$ cat src/rtl/tx_frame_arbiter.sv
// Round-robin transmit arbiter: grants one message source at a time and frames its
// payload as SYNC, ID, LEN, payload, CSUM onto a registered valid/ready byte stream.
module tx_frame_arbiter #(
    parameter int unsigned N_SRC     = 4,
    parameter logic [7:0]  SYNC_BYTE = 8'h55
) (
    input  logic                 clk,
    input  logic                 n_rst,
    input  logic [N_SRC-1:0]     have_msg,
    input  logic [8*N_SRC-1:0]   len,
    input  logic [8*N_SRC-1:0]   data_in,
    output logic [N_SRC-1:0]     rdreq,
    output logic [7:0]           tx_data,
    output logic                 tx_valid,
    input  logic                 tx_ready,
    output logic                 busy
);
    // state     | meaning
    // S_IDLE    | waiting for a request; round-robin grant from last_grant+1
    // S_SYNC    | loading the sync byte
    // S_ID      | loading the source index
    // S_LEN     | loading the payload length
    // S_PAYLOAD | loading payload bytes, popping the source per byte
    // S_CSUM    | loading the checksum, then back to idle
    // S_DROP    | discarding a zero-length request with a single pop
    localparam int unsigned SW = (N_SRC > 1) ? $clog2(N_SRC) : 1;

    typedef enum logic [2:0] {
        S_IDLE, S_SYNC, S_ID, S_LEN, S_PAYLOAD, S_CSUM, S_DROP
    } state_t;

    state_t          state_q, state_d;
    logic [SW-1:0]   src_q, src_d;
    logic [SW-1:0]   last_q, last_d;
    logic [7:0]      cnt_q, cnt_d;
    logic [7:0]      csum_q, csum_d;
    logic [7:0]      tx_data_q, tx_data_d;
    logic            tx_valid_q, tx_valid_d;

    logic            out_free;
    logic            grant_found;
    logic [SW-1:0]   grant_idx;
    logic [SW-1:0]   cand;
    logic [7:0]      grant_len;
    logic [7:0]      cur_byte;
    logic [7:0]      id_byte;

    assign out_free  = !tx_valid_q || tx_ready;
    assign grant_len = len[{grant_idx, 3'b000} +: 8];
    assign cur_byte  = data_in[{src_q, 3'b000} +: 8];
    assign id_byte   = 8'(src_q);
    assign tx_data   = tx_data_q;
    assign tx_valid  = tx_valid_q;

    // First requester at or after last_grant+1, wrapping; last_grant itself is checked last.
    always_comb begin
        grant_found = 1'b0;
        grant_idx   = '0;
        cand        = '0;
        for (int i = 1; i <= int'(N_SRC); i++) begin
            cand = SW'((int'(last_q) + i) % int'(N_SRC));
            if (!grant_found && have_msg[cand]) begin
                grant_found = 1'b1;
                grant_idx   = cand;
            end
        end
    end

    always_ff @(posedge clk or negedge n_rst) begin
        if (!n_rst) begin
            state_q    <= S_IDLE;
            src_q      <= '0;
            last_q     <= SW'(N_SRC - 1);
            cnt_q      <= '0;
            csum_q     <= '0;
            tx_data_q  <= '0;
            tx_valid_q <= 1'b0;
        end else begin
            state_q    <= state_d;
            src_q      <= src_d;
            last_q     <= last_d;
            cnt_q      <= cnt_d;
            csum_q     <= csum_d;
            tx_data_q  <= tx_data_d;
            tx_valid_q <= tx_valid_d;
        end
    end

    always_comb begin
        state_d    = state_q;
        src_d      = src_q;
        last_d     = last_q;
        cnt_d      = cnt_q;
        csum_d     = csum_q;
        tx_data_d  = tx_data_q;
        tx_valid_d = tx_valid_q && !tx_ready;
        case (state_q)
            S_IDLE: begin
                if (grant_found) begin
                    src_d   = grant_idx;
                    cnt_d   = grant_len;
                    csum_d  = '0;
                    state_d = (grant_len == 8'd0) ? S_DROP : S_SYNC;
                end
            end
            S_DROP: begin
                last_d  = src_q;
                state_d = S_IDLE;
            end
            S_SYNC: begin
                if (out_free) begin
                    tx_data_d  = SYNC_BYTE;
                    tx_valid_d = 1'b1;
                    state_d    = S_ID;
                end
            end
            S_ID: begin
                if (out_free) begin
                    tx_data_d  = id_byte;
                    tx_valid_d = 1'b1;
                    csum_d     = csum_q + id_byte;
                    state_d    = S_LEN;
                end
            end
            S_LEN: begin
                if (out_free) begin
                    tx_data_d  = cnt_q;
                    tx_valid_d = 1'b1;
                    csum_d     = csum_q + cnt_q;
                    state_d    = S_PAYLOAD;
                end
            end
            S_PAYLOAD: begin
                if (out_free) begin
                    tx_data_d  = cur_byte;
                    tx_valid_d = 1'b1;
                    csum_d     = csum_q + cur_byte;
                    cnt_d      = cnt_q - 8'd1;
                    if (cnt_q == 8'd1) begin
                        state_d = S_CSUM;
                    end
                end
            end
            S_CSUM: begin
                if (out_free) begin
                    tx_data_d  = csum_q;
                    tx_valid_d = 1'b1;
                    last_d     = src_q;
                    state_d    = S_IDLE;
                end
            end
            default: state_d = S_IDLE;
        endcase
    end

    // Pops coincide with the payload load edge, so they share the free condition.
    always_comb begin
        rdreq = '0;
        if ((state_q == S_PAYLOAD && out_free) || state_q == S_DROP) begin
            rdreq[src_q] = 1'b1;
        end
        busy = (state_q != S_IDLE) || tx_valid_q;
    end

endmodule
$ cat config.mk
export PLATFORM = sky130hd
export DESIGN_NAME = tx_frame_arbiter
export DESIGN_NICKNAME = d
export VERILOG_FILES = /design/src/rtl/tx_frame_arbiter.sv
export SDC_FILE = /design/constraint.sdc
export NUM_CORES = 1
export LEC_CHECK = 0
export ABC_AREA = 1
export BUFFER_PORTS_ARGS = -buffer_cell sky130_fd_sc_hd__buf_2
export CAP_MARGIN = 20
export CORE_MARGIN = 5
export CORE_UTILIZATION = 48
export CTS_BUF_LIST = sky130_fd_sc_hd__clkbuf_16
export DETAILED_ROUTE_END_ITERATION = 8
export PLACE_DENSITY = 0.78
export SETUP_SLACK_MARGIN = 0.3
export SLEW_MARGIN = 20
export SYNTH_ARGS = -nofsm -noshare
export SYNTH_HDL_FRONTEND = slang
export SYNTH_SLANG_ARGS = --single-unit
$ cat constraint.sdc
create_clock -name clk -period 2.81 [get_ports clk]
set_clock_uncertainty 0.1 [all_clocks]
set_input_delay 0.281 -clock clk [delete_from_list [all_inputs] [get_ports clk]]
set_output_delay 0.281 -clock clk [all_outputs]
set_load 0.05 [all_outputs]
==> reports/results.ini <==
[run_status]
status = completed

[routing]
drc = 0
viasPerCell = 6.00
wire_per_inst_um = 18.1
drt_pass1_iterations = 5
wirelength_um = 11500
drtIter0Drc = 456
postRouteAntennaNets = 0
vias = 3819

[global_route]
antenna_found_initial = 0
grt_pass1_wl_um = 14800
grt_max_degree = 33
grt_pass1_vias = 3269
overflow = 0
track_usage = 0.242

[sta]
rsz0062_at_grt = true
fin_ws_ns = 0.00308
slew_headroom = 0.501
worstMarginPinSlew_ns = 0.749
fmax_mhz = 356
min_period_over_period = 0.999
hold_violations = 0
setup-violations-final = 0
timing.setup.tns_ns = 0
slew_violations = 0
fin_crit_ns = 2.81

[placement]
dp.cells = 588
routabilityCongestion = 0.913
place_area_um2 = 3410
place_ws_ns = -0.0591
port-buffer-count = 84
post-dp-hpwl_um = 6730

[critical_path]
start_kind = register
cp_cell_sequence = nand2_2 -> nor2_4 -> inv_4 -> nand2_4 -> buf_4 -> o21bai_1 -> ha_2 -> inv_2 -> fa_2 -> o31ai_4 -> a21oi_2 -> o21ai_1 -> xor2_1 -> nand3_1 -> nand2_1
cp_slowest_cell = dfrtp_2
path_max_fanout = 6
cpLargestDelayFamily = compound AO/OA/AOI/OAI gates
critical_path_class = reg2reg
arrival_ns = 2.93
cp-end-kind = register
required_ns = 2.93
slowest_delay_ns = 0.46
cp_num_buf_inv = 3

[cts]
clk_latency_ns = 0.29
path_clk_slew_ns = 0.06
clockBufferDepth = 2
numCtsBuffers = 5
cts_tree = yes
cts.sinks = 32
clockRootBuffer = clkbuf_16
htreeDepth = 2

[flow_run]
drv_cap = 0

[cells_and_area]
mostFrequentLayoutCell = buf_2
finalInstanceArea_um2 = 4410
drive_above_1_share = 0.462
n_antenna_cell = 0
final_cell_mix = buf_2 (84), nand2_1 (78), nand3_1 (54)
area_growth_pct = 53.8
finish.net_count = 641
layout.cells.non_filler = 636

[synth]
synth_cells = 431
synth_fa_ha_area_frac = 0.0462
synth_nets = 512
synth_ff_type = dfrtp_1
netlist.area_leader.share = 0.262
synth_top_area_cell = dfrtp_1
syn_area_per_cell_um2 = 6.65
synth_warnings = 0
ys_top_cells_by_area = dfrtp_1 (26%), nand2_1 (15%), nand3_1 (13%), o21ai_0 (5.8%), inv_1 (5.5%)
synth_edf_count = 0
synth_seq_area_share = 0.280
synth_top_family_by_area = simple AND/OR/NAND/NOR gates
synthMuxAreaShare = 0
yosysUniqueCellTypes = 41
synth_compound_area_frac = 0.171
synth_xor_xnor_area_share = 0.0214
async_flop_share = 1.00
synth-simple-area-share = 0.391
synth_seq_cells = 32
synthesis.area_um2 = 2870

[die]
die_width_um = 87.3
initial_core_util = 0.490
die_h_um = 87.3
rows = 28
core_um2 = 5850
die-area_um2 = 7620
ios = 85

[power]
p_total_uw = 6410
leakagePower_uw = 0.00217
peakVddDrop_mv = 0.828
powerDensity_nw_per_um2 = 1450

[worst_hold_path]
hp-class = in2reg

## report_power, final
group          internal (uW)  switching (uW)  leakage, uW
registers                690             212     0.000389
logic                   1860            3100      0.00171
clock network            326             224    0.0000736
total                   2880            3530      0.00217
## area by class of cell
cell class	count	area (um2)
Inverter	49	211
Clock inverter	3	18.8
Tap cell	75	93.8
Fill cell	387	1440
Timing Repair Buffer	131	870
Multi-Input combinational cell	341	2280
Sequential cell	32	810
Clock buffer	5	125
## through the flow
stage / util / hold slack, ns
finish: 0.754 / 0.310
CTS: 0.641 / 0.312
global placement: 0.583 / 0.275
detailed placement: 0.583 / 0.281
floorplan: - / -0.115
global route: 0.754 / 0.359
## cells in the mapped netlist (all sizes together), types with 2 or more instances
library cell,instances
a21oi,25
a22o,4
a2bb2oi,4
a31oi,2
buf,5
clkbuf,7
dfrtp,30
dfstp,2
ha,9
inv,48
nand2,124
nand3,77
nand4,9
nor2,21
nor3,7
o21ai,34
o21bai,3
o22ai,3
o31ai,2
xor2,6
## worst min-delay path, cell delays in order
cell and delay, ns:
buf_2 0.10, nand2_2 0.06, nand3_2 0.07, nand3_1 0.08
a31oi_1 0.07
## metal layers
metal,share of wire,track usage,routed length [um]
met5,0,0,0
met4,0.040,0.0851,462
met3,0.11,0.0397,1270
met2,0.47,0.392,5350
met1,0.38,0.325,4400
## state kept, by name (all words and copies together) (netlist names)
register,cells
cnt_q,8
tx_data,8
tx_valid,1
last_q,2
csum_q,8
state_q,3
src_q,2
## logic make-up (layout without fill, tap and decap cells)
logic type | Yosys count | after routing
AOI/OAI and AO/OA | 82 | 82
xor gates and xnor gates | 7 | 7
adders and majority gates | 10 | 10
buffers and inverters | 61 | 188
DFF | 32 | 32
and+or+nand+nor | 239 | 242
## repair_timing
| action | 4_1_cts | 5_1_grt |
|---|---|---|
| gates resized for setup | 19 | 117 |
| buffers inserted | 16 | 19 |
| cloned | 1 | 3 |
| pin swaps | 13 | 44 |
| endpoints found under the setup margin | 6 | 16 |
| endpoints found under the hold margin | 30 | 0 |
| hold buffers | 1 | 0 |
## worst paths after layout
kind                                   startpoint                endpoint  slack [ns]  cells past startpoint
max                        state_q[1]$_DFFE_PN0P_   csum_q[6]$_DFFE_PN0P_       0.003                     15
min reg2reg                tx_data[5]$_DFFE_PN0P_  tx_data[5]$_DFFE_PN0P_        0.38                      2
min in group asynchronous                   n_rst  tx_data[5]$_DFFE_PN0P_        0.50                      2
min                                       len[23]    cnt_q[7]$_DFFE_PN0P_        0.31                      5
max in group asynchronous                   n_rst    src_q[1]$_DFFE_PN0P_        1.58                      2
max reg2reg                state_q[1]$_DFFE_PN0P_   csum_q[6]$_DFFE_PN0P_       0.003                     15
No activity file was read; power rests on OpenSTA's default activity.
